File: config.mk
export PLATFORM = sky130hd
export DESIGN_NAME = cdc_xfer_arbiter_flat
export DESIGN_NICKNAME = d
export VERILOG_FILES = /design/src/rtl/cdc_xfer_arbiter_if.sv /design/src/rtl/cdc_xfer_arbiter.sv /design/src/flat_wrapper.sv
export SDC_FILE = /design/constraint.sdc
export NUM_CORES = 1
export LEC_CHECK = 0
export ABC_AREA = 1
export CAP_MARGIN = 25
export CORE_MARGIN = 8
export CORE_UTILIZATION = 41
export CTS_CLUSTER_SIZE = 16
export DETAILED_ROUTE_END_ITERATION = 7
export PLACE_DENSITY_LB_ADDON = 0.12
export SETUP_SLACK_MARGIN = 0.15
export SLEW_MARGIN = 20
export SYNTH_ARGS = -nofsm -noshare
export SYNTH_HDL_FRONTEND = slang
export SYNTH_SLANG_ARGS = --single-unit
export TNS_END_PERCENT = 10
File: constraint.sdc
create_clock -name clk -period 2.2 [get_ports clk]
set_input_delay 0.33 -clock clk [delete_from_list [all_inputs] [get_ports clk]]
set_output_delay 0.33 -clock clk [all_outputs]
set_load 0.01 [all_outputs]
File: src/rtl/cdc_xfer_arbiter_if.sv
// Requester / crossing-bus bundle for cdc_xfer_arbiter.
// The slave modport is the arbiter's view; master is the requester/far-side view.
interface cdc_xfer_arbiter_if #(
    parameter int N_REQ = 2,
    parameter int W     = 8
);
    localparam int GW = (N_REQ > 1) ? $clog2(N_REQ) : 1;

    logic [N_REQ-1:0]   req_valid;
    logic [N_REQ*W-1:0] req_data;
    logic [N_REQ-1:0]   req_ready;
    logic [W-1:0]       xfer_data;
    logic               xfer_tog;
    logic               ack_tog_sync;
    logic [GW-1:0]      grant_id;
    logic               busy;
    logic               done;
    logic               timeout_err;

    modport slave (
        input  req_valid, req_data, ack_tog_sync,
        output req_ready, xfer_data, xfer_tog, grant_id, busy, done, timeout_err
    );

    modport master (
        output req_valid, req_data, ack_tog_sync,
        input  req_ready, xfer_data, xfer_tog, grant_id, busy, done, timeout_err
    );
endinterface

File: src/rtl/cdc_xfer_arbiter.sv
// Source side of a toggle-handshake CDC: round-robin requester arbiter feeding one crossing bus.
// Optional WAIT_ACK abort enabled by defining CDC_XFER_TIMEOUT_EN.
module cdc_xfer_arbiter #(
    parameter int N_REQ          = 2,
    parameter int W              = 8,
    parameter int TIMEOUT_CYCLES = 64
) (
    input  logic                   clk,
    input  logic                   rst,
    cdc_xfer_arbiter_if.slave      io
);
    localparam int GW = (N_REQ > 1) ? $clog2(N_REQ) : 1;

    typedef enum logic [1:0] {IDLE, LAUNCH, WAIT_ACK} state_t;

    state_t        state;
    logic [GW-1:0] ptr;
    logic [GW-1:0] win;
    logic          found;
    logic          eligible;
    logic [W-1:0]  xfer_data_q;
    logic          xfer_tog_q;
    logic [GW-1:0] grant_id_q;
    logic          busy_q;
    logic          done_q;
    logic          timeout_err_q;

    // Rotating priority search starting at ptr.
    always_comb begin
        found = 1'b0;
        win   = '0;
        for (int k = 0; k < N_REQ; k++) begin
            automatic int idx = (int'(ptr) + k) % N_REQ;
            if (!found && io.req_valid[idx]) begin
                found = 1'b1;
                win   = GW'(idx);
            end
        end
    end

    // A toggle still in flight (ack != tog) blocks every grant.
    assign eligible     = (state == IDLE) && (io.ack_tog_sync == xfer_tog_q);
    assign io.req_ready = (eligible && found) ? (N_REQ'(1) << win) : '0;

`ifdef CDC_XFER_TIMEOUT_EN
    localparam int CW = $clog2(TIMEOUT_CYCLES + 1);
    logic [CW-1:0] cnt;
`endif

    always_ff @(posedge clk) begin
        if (rst) begin
            state         <= IDLE;
            ptr           <= '0;
            xfer_data_q   <= '0;
            xfer_tog_q    <= 1'b0;
            grant_id_q    <= '0;
            busy_q        <= 1'b0;
            done_q        <= 1'b0;
            timeout_err_q <= 1'b0;
`ifdef CDC_XFER_TIMEOUT_EN
            cnt           <= '0;
`endif
        end else begin
            done_q        <= 1'b0;
            timeout_err_q <= 1'b0;
            case (state)
                IDLE: begin
                    if (eligible && found) begin
                        xfer_data_q <= io.req_data[int'(win)*W +: W];
                        grant_id_q  <= win;
                        ptr         <= GW'((int'(win) + 1) % N_REQ);
                        busy_q      <= 1'b1;
                        state       <= LAUNCH;
                    end
                end
                LAUNCH: begin
                    // Data has been stable a full cycle before the toggle moves.
                    xfer_tog_q <= ~xfer_tog_q;
                    state      <= WAIT_ACK;
`ifdef CDC_XFER_TIMEOUT_EN
                    cnt        <= '0;
`endif
                end
                WAIT_ACK: begin
                    if (io.ack_tog_sync == xfer_tog_q) begin
                        done_q <= 1'b1;
                        busy_q <= 1'b0;
                        state  <= IDLE;
                    end
`ifdef CDC_XFER_TIMEOUT_EN
                    else if (cnt == CW'(TIMEOUT_CYCLES - 1)) begin
                        // Adopt the far side's toggle so the next grant is not blocked.
                        xfer_tog_q    <= io.ack_tog_sync;
                        timeout_err_q <= 1'b1;
                        busy_q        <= 1'b0;
                        state         <= IDLE;
                    end else begin
                        cnt <= cnt + 1'b1;
                    end
`endif
                end
                default: state <= IDLE;
            endcase
        end
    end

    assign io.xfer_data   = xfer_data_q;
    assign io.xfer_tog    = xfer_tog_q;
    assign io.grant_id    = grant_id_q;
    assign io.busy        = busy_q;
    assign io.done        = done_q;
`ifdef CDC_XFER_TIMEOUT_EN
    assign io.timeout_err = timeout_err_q;
`else
    assign io.timeout_err = 1'b0;
`endif
endmodule
File: src/flat_wrapper.sv
// flat-port wrapper written by rule: the top's interface ports become plain ports
module cdc_xfer_arbiter_flat 
#(
    parameter int N_REQ          = 2,
    parameter int W              = 8,
    parameter int TIMEOUT_CYCLES = 64
)
  (clk, rst, io_req_valid, io_req_data, io_ack_tog_sync, io_req_ready, io_xfer_data, io_xfer_tog, io_grant_id, io_busy, io_done, io_timeout_err);
  cdc_xfer_arbiter_if #(.N_REQ(N_REQ), .W(W)) io_i ();
  input  logic clk;
  input  logic rst;
  input wire logic [$bits(io_i.req_valid)-1:0] io_req_valid;
  input wire logic [$bits(io_i.req_data)-1:0] io_req_data;
  input wire logic [$bits(io_i.ack_tog_sync)-1:0] io_ack_tog_sync;
  output wire logic [$bits(io_i.req_ready)-1:0] io_req_ready;
  output wire logic [$bits(io_i.xfer_data)-1:0] io_xfer_data;
  output wire logic [$bits(io_i.xfer_tog)-1:0] io_xfer_tog;
  output wire logic [$bits(io_i.grant_id)-1:0] io_grant_id;
  output wire logic [$bits(io_i.busy)-1:0] io_busy;
  output wire logic [$bits(io_i.done)-1:0] io_done;
  output wire logic [$bits(io_i.timeout_err)-1:0] io_timeout_err;
  assign io_i.req_valid = io_req_valid;
  assign io_i.req_data = io_req_data;
  assign io_i.ack_tog_sync = io_ack_tog_sync;
  assign io_req_ready = io_i.req_ready;
  assign io_xfer_data = io_i.xfer_data;
  assign io_xfer_tog = io_i.xfer_tog;
  assign io_grant_id = io_i.grant_id;
  assign io_busy = io_i.busy;
  assign io_done = io_i.done;
  assign io_timeout_err = io_i.timeout_err;
  cdc_xfer_arbiter #(.N_REQ(N_REQ), .W(W), .TIMEOUT_CYCLES(TIMEOUT_CYCLES)) u_core (.clk(clk), .rst(rst), .io(io_i));
endmodule
# Yosys cells after proc, flatten, opt, wreduce, memory -nomap -nowiden
# Cells that the tools add are included.
# word_totals
register_bits,15
input_bits,21
out_inout_bits,15
word_cells,48
# classes
n_addsub,2
n_lt_le_gt_ge,2
n_eq_ne,5
shift,2
n_mux,17
n_bitwise,3
n_reduce_logical,10
# op_table
op,count
$shiftx A16 B5 Y8,1
$mux W1,12
$mux W2,3
$pmux W2 S3,1
$reduce_and A2 Y1,2
$logic_and A1 B1 Y1,3
$lt A2 B3 Y1 const B,1
$reduce_and A3 Y1,1
$add A1 B1 Y1 const B,2
$eq A2 B1 Y1 const B,1
$eq A2 B2 Y1 const B,1
$logic_not A2 Y1,1
$lt A1 B2 Y1 const B,1
$ne A2 B1 Y1 const B,1
$ne A2 B2 Y1 const B,1
$not A1 Y1,2
$pmux W1 S2,1
$reduce_bool A2 Y1,1
$reduce_or A2 Y1,1
$shl A1 B1 Y2 const A,1
$and A1 B1 Y1 const A,1
$eq A1 B1 Y1,1
$logic_not A1 Y1,1

# Depth between registers and ports, before layout
# Gate-level depths: netlist (run 1).
# logic_depth
ltp_word,10
ltp_mapped,7
ltp_nobuf,7

# Worst setup path after synthesis (run 1)
# No wires, ideal clock.
# synth_timing
kind,reg-to-output
startpoint,"reg u_core.xfer_tog_q, in the netlist u_core.io.xfer_tog"
endpoint,out io_req_ready[0]
arrival_time_ns,0.957
required_time_ns,1.870
slack_ns,0.913
stages_incl_launch_ff,7
path_buffers,0
cell_sequence,dfxtp_1 inv_2 nand2_1 nand2_2 nor2_4 nand2_2 inv_1
# synth_between
elab_chain_cells,4
# synth_rtl
element,line,text
from (decl),cdc_xfer_arbiter.sv:22,logic xfer_tog_q;
from (signal assigned),cdc_xfer_arbiter.sv:78,xfer_tog_q <= ~xfer_tog_q;
$eq A1 B1 Y1,cdc_xfer_arbiter.sv:42,assign eligible = (state == IDLE) && (io.ack_tog_sync == xfer_tog_q);
$logic_and A1 B1 Y1,cdc_xfer_arbiter.sv:42,
$logic_and A1 B1 Y1,cdc_xfer_arbiter.sv:43,assign io.req_ready = (eligible && found) ? (N_REQ'(1) << win) : '0;
$mux W2,cdc_xfer_arbiter.sv:43,
to (decl),flat_wrapper.sv:15,output wire logic [$bits(io_i.req_ready)-1:0] io_req_ready;
# Every way passes these cells.

# Worst setup path after layout (run 1)
# layout_timing
startpoint,in io_ack_tog_sync
endpoint,out io_req_ready[0]
# layout_between
elab_chain_cells,4
# layout_rtl
element,line,text
from (decl),flat_wrapper.sv:14,input wire logic [$bits(io_i.ack_tog_sync)-1:0] io_ack_tog_sync;
$eq A1 B1 Y1,cdc_xfer_arbiter.sv:42,
$logic_and A1 B1 Y1,cdc_xfer_arbiter.sv:42,
$logic_and A1 B1 Y1,cdc_xfer_arbiter.sv:43,
$mux W2,cdc_xfer_arbiter.sv:43,
# Every way passes these cells.

==> results of run 1 <==
synth_stat cells (all sizes together):
library cell	n	area, um^2
a21oi	11	62.6
buf	4	30.0
conb	1	3.75
dfxtp	15	300
inv	7	26.3
nand2	45	184
nand3	11	55.1
nor2	8	37.5
o21ai	4	23.8
metal layers:
| metal | global-route usage | vias to the layer above |
|---|---|---|
| met4 | 0.0734 | 0 |
| met2 | 0.201 | 24 |
| li1 | - | 413 |
| met1 | 0.142 | 353 |
| met5 | 0 | - |
| met3 | 0.0397 | 4 |
worst paths after layout:
check	depth (start not counted)	end	from	slack [ps]
worst max-delay path	8	io_req_ready[0]	io_ack_tog_sync	330
worst min-delay path	2	u_core.io.xfer_data[5]$_SDFFE_PP0P_	u_core.io.xfer_data[5]$_SDFFE_PP0P_	470
worst max register to register	7	u_core.io.xfer_data[3]$_SDFFE_PP0P_	u_core.io.xfer_tog$_SDFFE_PP0N_	1050
worst min register to register	2	u_core.io.xfer_data[5]$_SDFFE_PP0P_	u_core.io.xfer_data[5]$_SDFFE_PP0P_	470
layout by cell type, fill, tap and decap left out:
cell,n
nand2_1,41
clkdlybuf4s50_1,32
dfxtp_1,15
nand3_1,11
a21oi_1,9
nor2_1,7
buf_4,7
inv_1,6
nand2_2,3
o21ai_0,3
clkbuf_4,3
a21oi_2,2
inv_2,1
o21ai_2,1
nor2_4,1
nand2_4,1
conb_1,1
clkbuf_1,1
dlygate4sd2_1,1
dlymetal6s2s_1,1
flip-flops by register name (all words and copies together), names as in the netlist:
register,count
u_core.io.xfer_data,8
u_core.state,2
u_core.io.busy,1
u_core.io.done,1
u_core.io.grant_id,1
u_core.io.xfer_tog,1
u_core.ptr,1
metrics by stage:
stage	power (mW)	worst slack, ps	instance area, um^2	hold WS (ps)
after floorplan	0.421	913	723	399
after detailed placement	0.534	51.0	1110	455
after global placement	0.530	87.7	1110	451
final	0.683	333	1130	466
after CTS	0.696	107	1130	468
after global routing	0.726	239	1130	492
cell families after synthesis:
group           count (synthesis)  synth area share
compound gates                 15             0.119
flops                          15             0.415
other cells                     1           0.00519
simple gates                   64             0.382
buf+inv                        11            0.0778
timing repair:
item                       CTS  global route
setup endpoints to repair    2             1
pin swaps                    0             0
gates resized for setup      1             1
final cells by class:
type	instances	area [um^2]
fillers	166	554
repair buffers	41	394
multi-input cells	80	367
flip-flops and latches	15	300
clock buffers	4	26.3
inverters	7	26.3
well taps	17	21.3
worst min-delay path, cell delays in order (launching register included):
cell and delay (ps):
dfxtp_1 320, nand2_1 60, a21oi_1 50
power breakdown:
group	switching (mW)	total [mW]	internal, mW
sequential	0.0139	0.310	0.296
combinational	0.102	0.214	0.112
clock	0.0890	0.159	0.0703
total	0.205	0.683	0.479
==> qor.txt, run 1 <==
Unrepaired setup endpoints after global routing: false
Wirelength, routed: 2.00 mm
Setup TNS: 0 ps
Initial Util: 0.428
CP bufs+invs: 4
Total grt overflow: 0
Via/cell ratio: 4.84
CP Data Required Time: 1870 ps
Mapped Cells: 106
CP arrival: 1540 ps
Sequential fraction of the synthesis area: 0.415
Die area: 3360 um^2
Via count: 794
Placed Cells: 160
Die Span X: 58 um
P per Cell Area: 602 nW/um^2
Yosys warnings: 0
Total clock sinks: 15
# IOs: 36
CP startpoint kind: primary input
Max-cap violations: 0
DR top layer: met4
Status: completed
Clock buffer depth: 2
Worst IR Drop VDD: 0.313 mV
Worst path cell trace: clkdlybuf4s50_1 > inv_1 > nand2_1 > nand2_2 > nor2_4 > nand2_2 > inv_1 > dlygate4sd2_1
Share of cells above drive strength 1: 0.129
Clock Latency Late Sink: 280 ps
Detailed placement HPWL: 1.59 mm
Largest net degree at the start of global routing: 12
Initial DRT Pass Iterations: 3
Fin. Hold Viols: 0
Setup violators final: 0
Initial antenna violation count: 0
Pins Over Slew Limit: 0
Buffers added on ports: 34
Hold-fix buffers, CTS: 0
RePlAce Congestion: 0.791
CP max-delay cell: clkdlybuf4s50_1
Mapped cell area: 723 um^2
Met1 wire length: 936 um
Drt initial violations: 6
Synthesized area per cell: 6.82 um^2
DRC errors left: 0
Fmax: 536 MHz
Routed WL per cell: 12.2 um
Gr usage total: 0.125
Area grow syn2layout: 56.9%
Leakage power: 0.514 nW
Synth Register Bits: 15
ANT nets after route: 0
Worst Setup End Kind: output port
N_diodes: 0
# rows: 15
CTS root buf: clkbuf_4
Core box area: 1690 um^2
Final Skew: 6.88 ps
Wire length on met2: 915 um
First-pass GRT wire length: 3.33 mm
Vias in the first global route: 817
Postcts setup bufs: 0
Final #Nets: 169
Synthesized net count: 127
CTS tree: done
Tmin final: 1870 ps
Final Util: 0.672
Worst stage delay on the critical path: 490 ps
CP Class: primary input to output port
Post-route non-filler standard cell count: 164
Delay-heaviest family, CP: buffers and inverters
Met3 WL: 119 um
Inserted Clock Buffers: 3
Hold WC Path Type: flip-flop to flip-flop
Synth cell types: 17
Die extent in y: 58 um
Register clock-pin slew on the reported worst setup and hold paths: 90 ps
Final Cycle Share: 0.849
CTS H-tree lvls: 1
CP Max Fanout: 3
Power figures use the tool's default switching activity.
==> run 2, diff against run 1 <==
--- a/config.mk
+++ b/config.mk
@@ -8,7 +8,7 @@
 export ABC_AREA = 1
 export CAP_MARGIN = 25
 export CORE_MARGIN = 8
-export CORE_UTILIZATION = 41
+export CORE_UTILIZATION = 38
 export CTS_CLUSTER_SIZE = 16
 export DETAILED_ROUTE_END_ITERATION = 7
 export PLACE_DENSITY_LB_ADDON = 0.12
==> constraint.sdc (replaced) <==
create_clock -name clk -period 1.8 [get_ports clk]
set_input_delay 0.27 -clock clk [delete_from_list [all_inputs] [get_ports clk]]
set_output_delay 0.27 -clock clk [all_outputs]
set_load 0.01 [all_outputs]
==> qor.txt, run 2 (synthesis gave the netlist of run 1 again) <==
N_diodes: 0 (unchanged)
Worst min-delay path startpoint: u_core.io.xfer_data[5]$_SDFFE_PP0P_ (unchanged)
Hold-fix buffers, CTS: 0 (unchanged)
Most frequent cell on the critical path: nand2_2
CTS tree: done (unchanged)
Initial Util: 0.410 (was 0.428)
Hold WC Path Type: flip-flop to flip-flop (unchanged)
Inserted Clock Buffers: 3 (unchanged)
Total clock sinks: 15 (unchanged)
Die extent in y: 59.6 um (was 58 um)
Die Span X: 59.6 um (was 58 um)
CP max-delay cell: dfxtp_1 (was clkdlybuf4s50_1)
P per Cell Area: 732 nW/um^2 (was 602 nW/um^2)
CP arrival: 1350 ps (was 1540 ps)
CP bufs+invs: 3 (was 4)
FF+latch area: 300 um^2 (unchanged)
Initial antenna violation count: 0 (unchanged)
RePlAce Congestion: 0.866 (was 0.791)
Drt initial violations: 17 (was 6)
Via/cell ratio: 4.67 (was 4.84)
Pins Over Slew Limit: 0 (unchanged)
Clock Latency Late Sink: 280 ps (about the same)
Multi-input gate area: 367 um^2 (unchanged)
Setup violators final: 0 (unchanged)
Pre-CTS WS: -209 ps (was 51.0 ps)
Placed Cells: 168 (was 160)
ANT nets after route: 0 (unchanged)
Buffers added on ports: 34 (unchanged)
Share of cells above drive strength 1: 0.143 (was 0.129)
Register clock-pin slew on the reported worst setup and hold paths: 90 ps (about the same)
First-pass GRT wire length: 3.46 mm (was 3.33 mm)
Vias in the first global route: 834 (was 817)
Flop2flop setup slack: 650 ps (was 1050 ps)
CP Max Fanout: 4 (was 3)
Via count: 804 (was 794)
FF-to-FF Start: u_core.io.xfer_tog$_SDFFE_PP0N_ (unchanged)
Highest-count cells in the layout ignoring fill and taps: nand2_1 (41), clkdlybuf4s50_1 (31), dfxtp_1 (15) (was nand2_1 (41), clkdlybuf4s50_1 (32), dfxtp_1 (15))
Delay-heaviest family, CP: flip-flops (was buffers and inverters)
Routed WL per cell: 11.8 um (was 12.2 um)
Wirelength, routed: 2.03 mm (was 2.00 mm)
CP Class: flip-flop to output port (was primary input to output port)
Area grow syn2layout: 57.4% (was 56.9%)
Largest net degree at the start of global routing: 12 (unchanged)
Levels on crit path: 7 (was 8)
R2r worst-path depth: 7 (unchanged)
Worst stage delay on the critical path: 390 ps (was 490 ps)
Tmin final: 1620 ps
Post-route non-filler standard cell count: 172 (was 164)
Total grt overflow: 0 (unchanged)
Worst Setup End Kind: output port (unchanged)
Setup TNS: 0 ps (unchanged)
Worst IR Drop VDD: 0.536 mV (was 0.313 mV)
Final Skew: 1.87 ps (was 6.88 ps)
Clock buffer depth: 2 (unchanged)
Leakage power: 0.496 nW (was 0.514 nW)
CP Data Required Time: 1530 ps (was 1870 ps)
Fmax: 619 MHz
Unrepaired setup endpoints after global routing: true (was false)
Final Cycle Share: 0.898
Crit. Startpoint: u_core.io.xfer_tog$_SDFFE_PP0N_ (was io_ack_tog_sync)
# IOs: 36 (unchanged)
Gr usage total: 0.126 (was 0.125)
# rows: 15 (unchanged)
Core box area: 1760 um^2 (was 1690 um^2)
Fin. Hold Viols: 0 (unchanged)
Worst path cell trace: inv_2 > nand2_1 > nand2_2 > nor2_4 > nand2_2 > inv_1 > clkdlybuf4s15_2 (was clkdlybuf4s50_1 > inv_1 > nand2_1 > nand2_2 > nor2_4 > nand2_2 > inv_1 > dlygate4sd2_1)
CTS root buf: clkbuf_4 (unchanged)
Fillers: 175 (was 166)
Most common cell after layout, fill and taps aside: nand2_1 (unchanged)
Final worst-path setup slack: 184 ps (was 333 ps)
Hold path depth: 2 (unchanged)
Max-cap violations: 0 (unchanged)
DRC errors left: 0 (unchanged)
Initial DRT Pass Iterations: 4 (was 3)
Largest register FFs: 8 (unchanged)
CP startpoint kind: flip-flop (was primary input)
Detailed placement HPWL: 1.64 mm (was 1.59 mm)
Status: completed (unchanged)
Die area: 3560 um^2 (was 3360 um^2)
CTS H-tree lvls: 1 (unchanged)
Final #Nets: 169 (unchanged)
[run 2: report_power, final]
part	internal [mW]	switching [mW]	leakage, nW
registers	0.362	0.0165	0.123
logic	0.137	0.125	0.358
clock network	0.0860	0.108	0.0150
total	0.584	0.250	0.496
[run 2: final cells by class]
class | count | share of cell area
multi-input cells | 80 | 0.322
inverters | 7 | 0.0231
clock buffers | 4 | 0.0231
well taps | 25 | 0.0275
repair buffers | 41 | 0.341
flip-flops and latches | 15 | 0.264
[run 2: routing by layer]
layer	track usage	part of all wire	vias to the layer above
met2	0.227	0.50	21
met1	0.130	0.42	365
met4	0.0204	0.0044	0
li1	-	-	416
met3	0.0607	0.074	2
met5	0	0	-
[run 2: tightest hold or removal path, delay by kind of cell, from the launching register on]
kind            cells  cell delay (ps)
flops               1              320
compound gates      1               50
simple gates        1               60
[run 2: path summary, 6_finish.rpt]
path,to
worst max register to register,u_core.io.xfer_data[1]$_SDFFE_PP0P_
worst min register to register,u_core.io.xfer_data[5]$_SDFFE_PP0P_
worst max-delay path,io_req_ready[0]
worst min-delay path,u_core.io.xfer_data[5]$_SDFFE_PP0P_
[run 2: repair_timing]
item	in CTS	in global routing
endpoints found under the setup margin	2	2
buffers inserted	0	0
gates resized for setup	5	2
[run 2: per-stage QoR]
step | area, um^2 | power (mW) | hold WS [ps] | util
2_1_floorplan | 723 | 0.514 | 339 | -
3_3_place_gp | 1120 | 0.648 | 451 | 0.633
4_1_cts | 1140 | 0.842 | 475 | 0.648
6_report | 1140 | 0.834 | 471 | 0.645
5_1_grt | 1140 | 0.881 | 496 | 0.645
3_5_place_dp | 1120 | 0.654 | 462 | 0.633
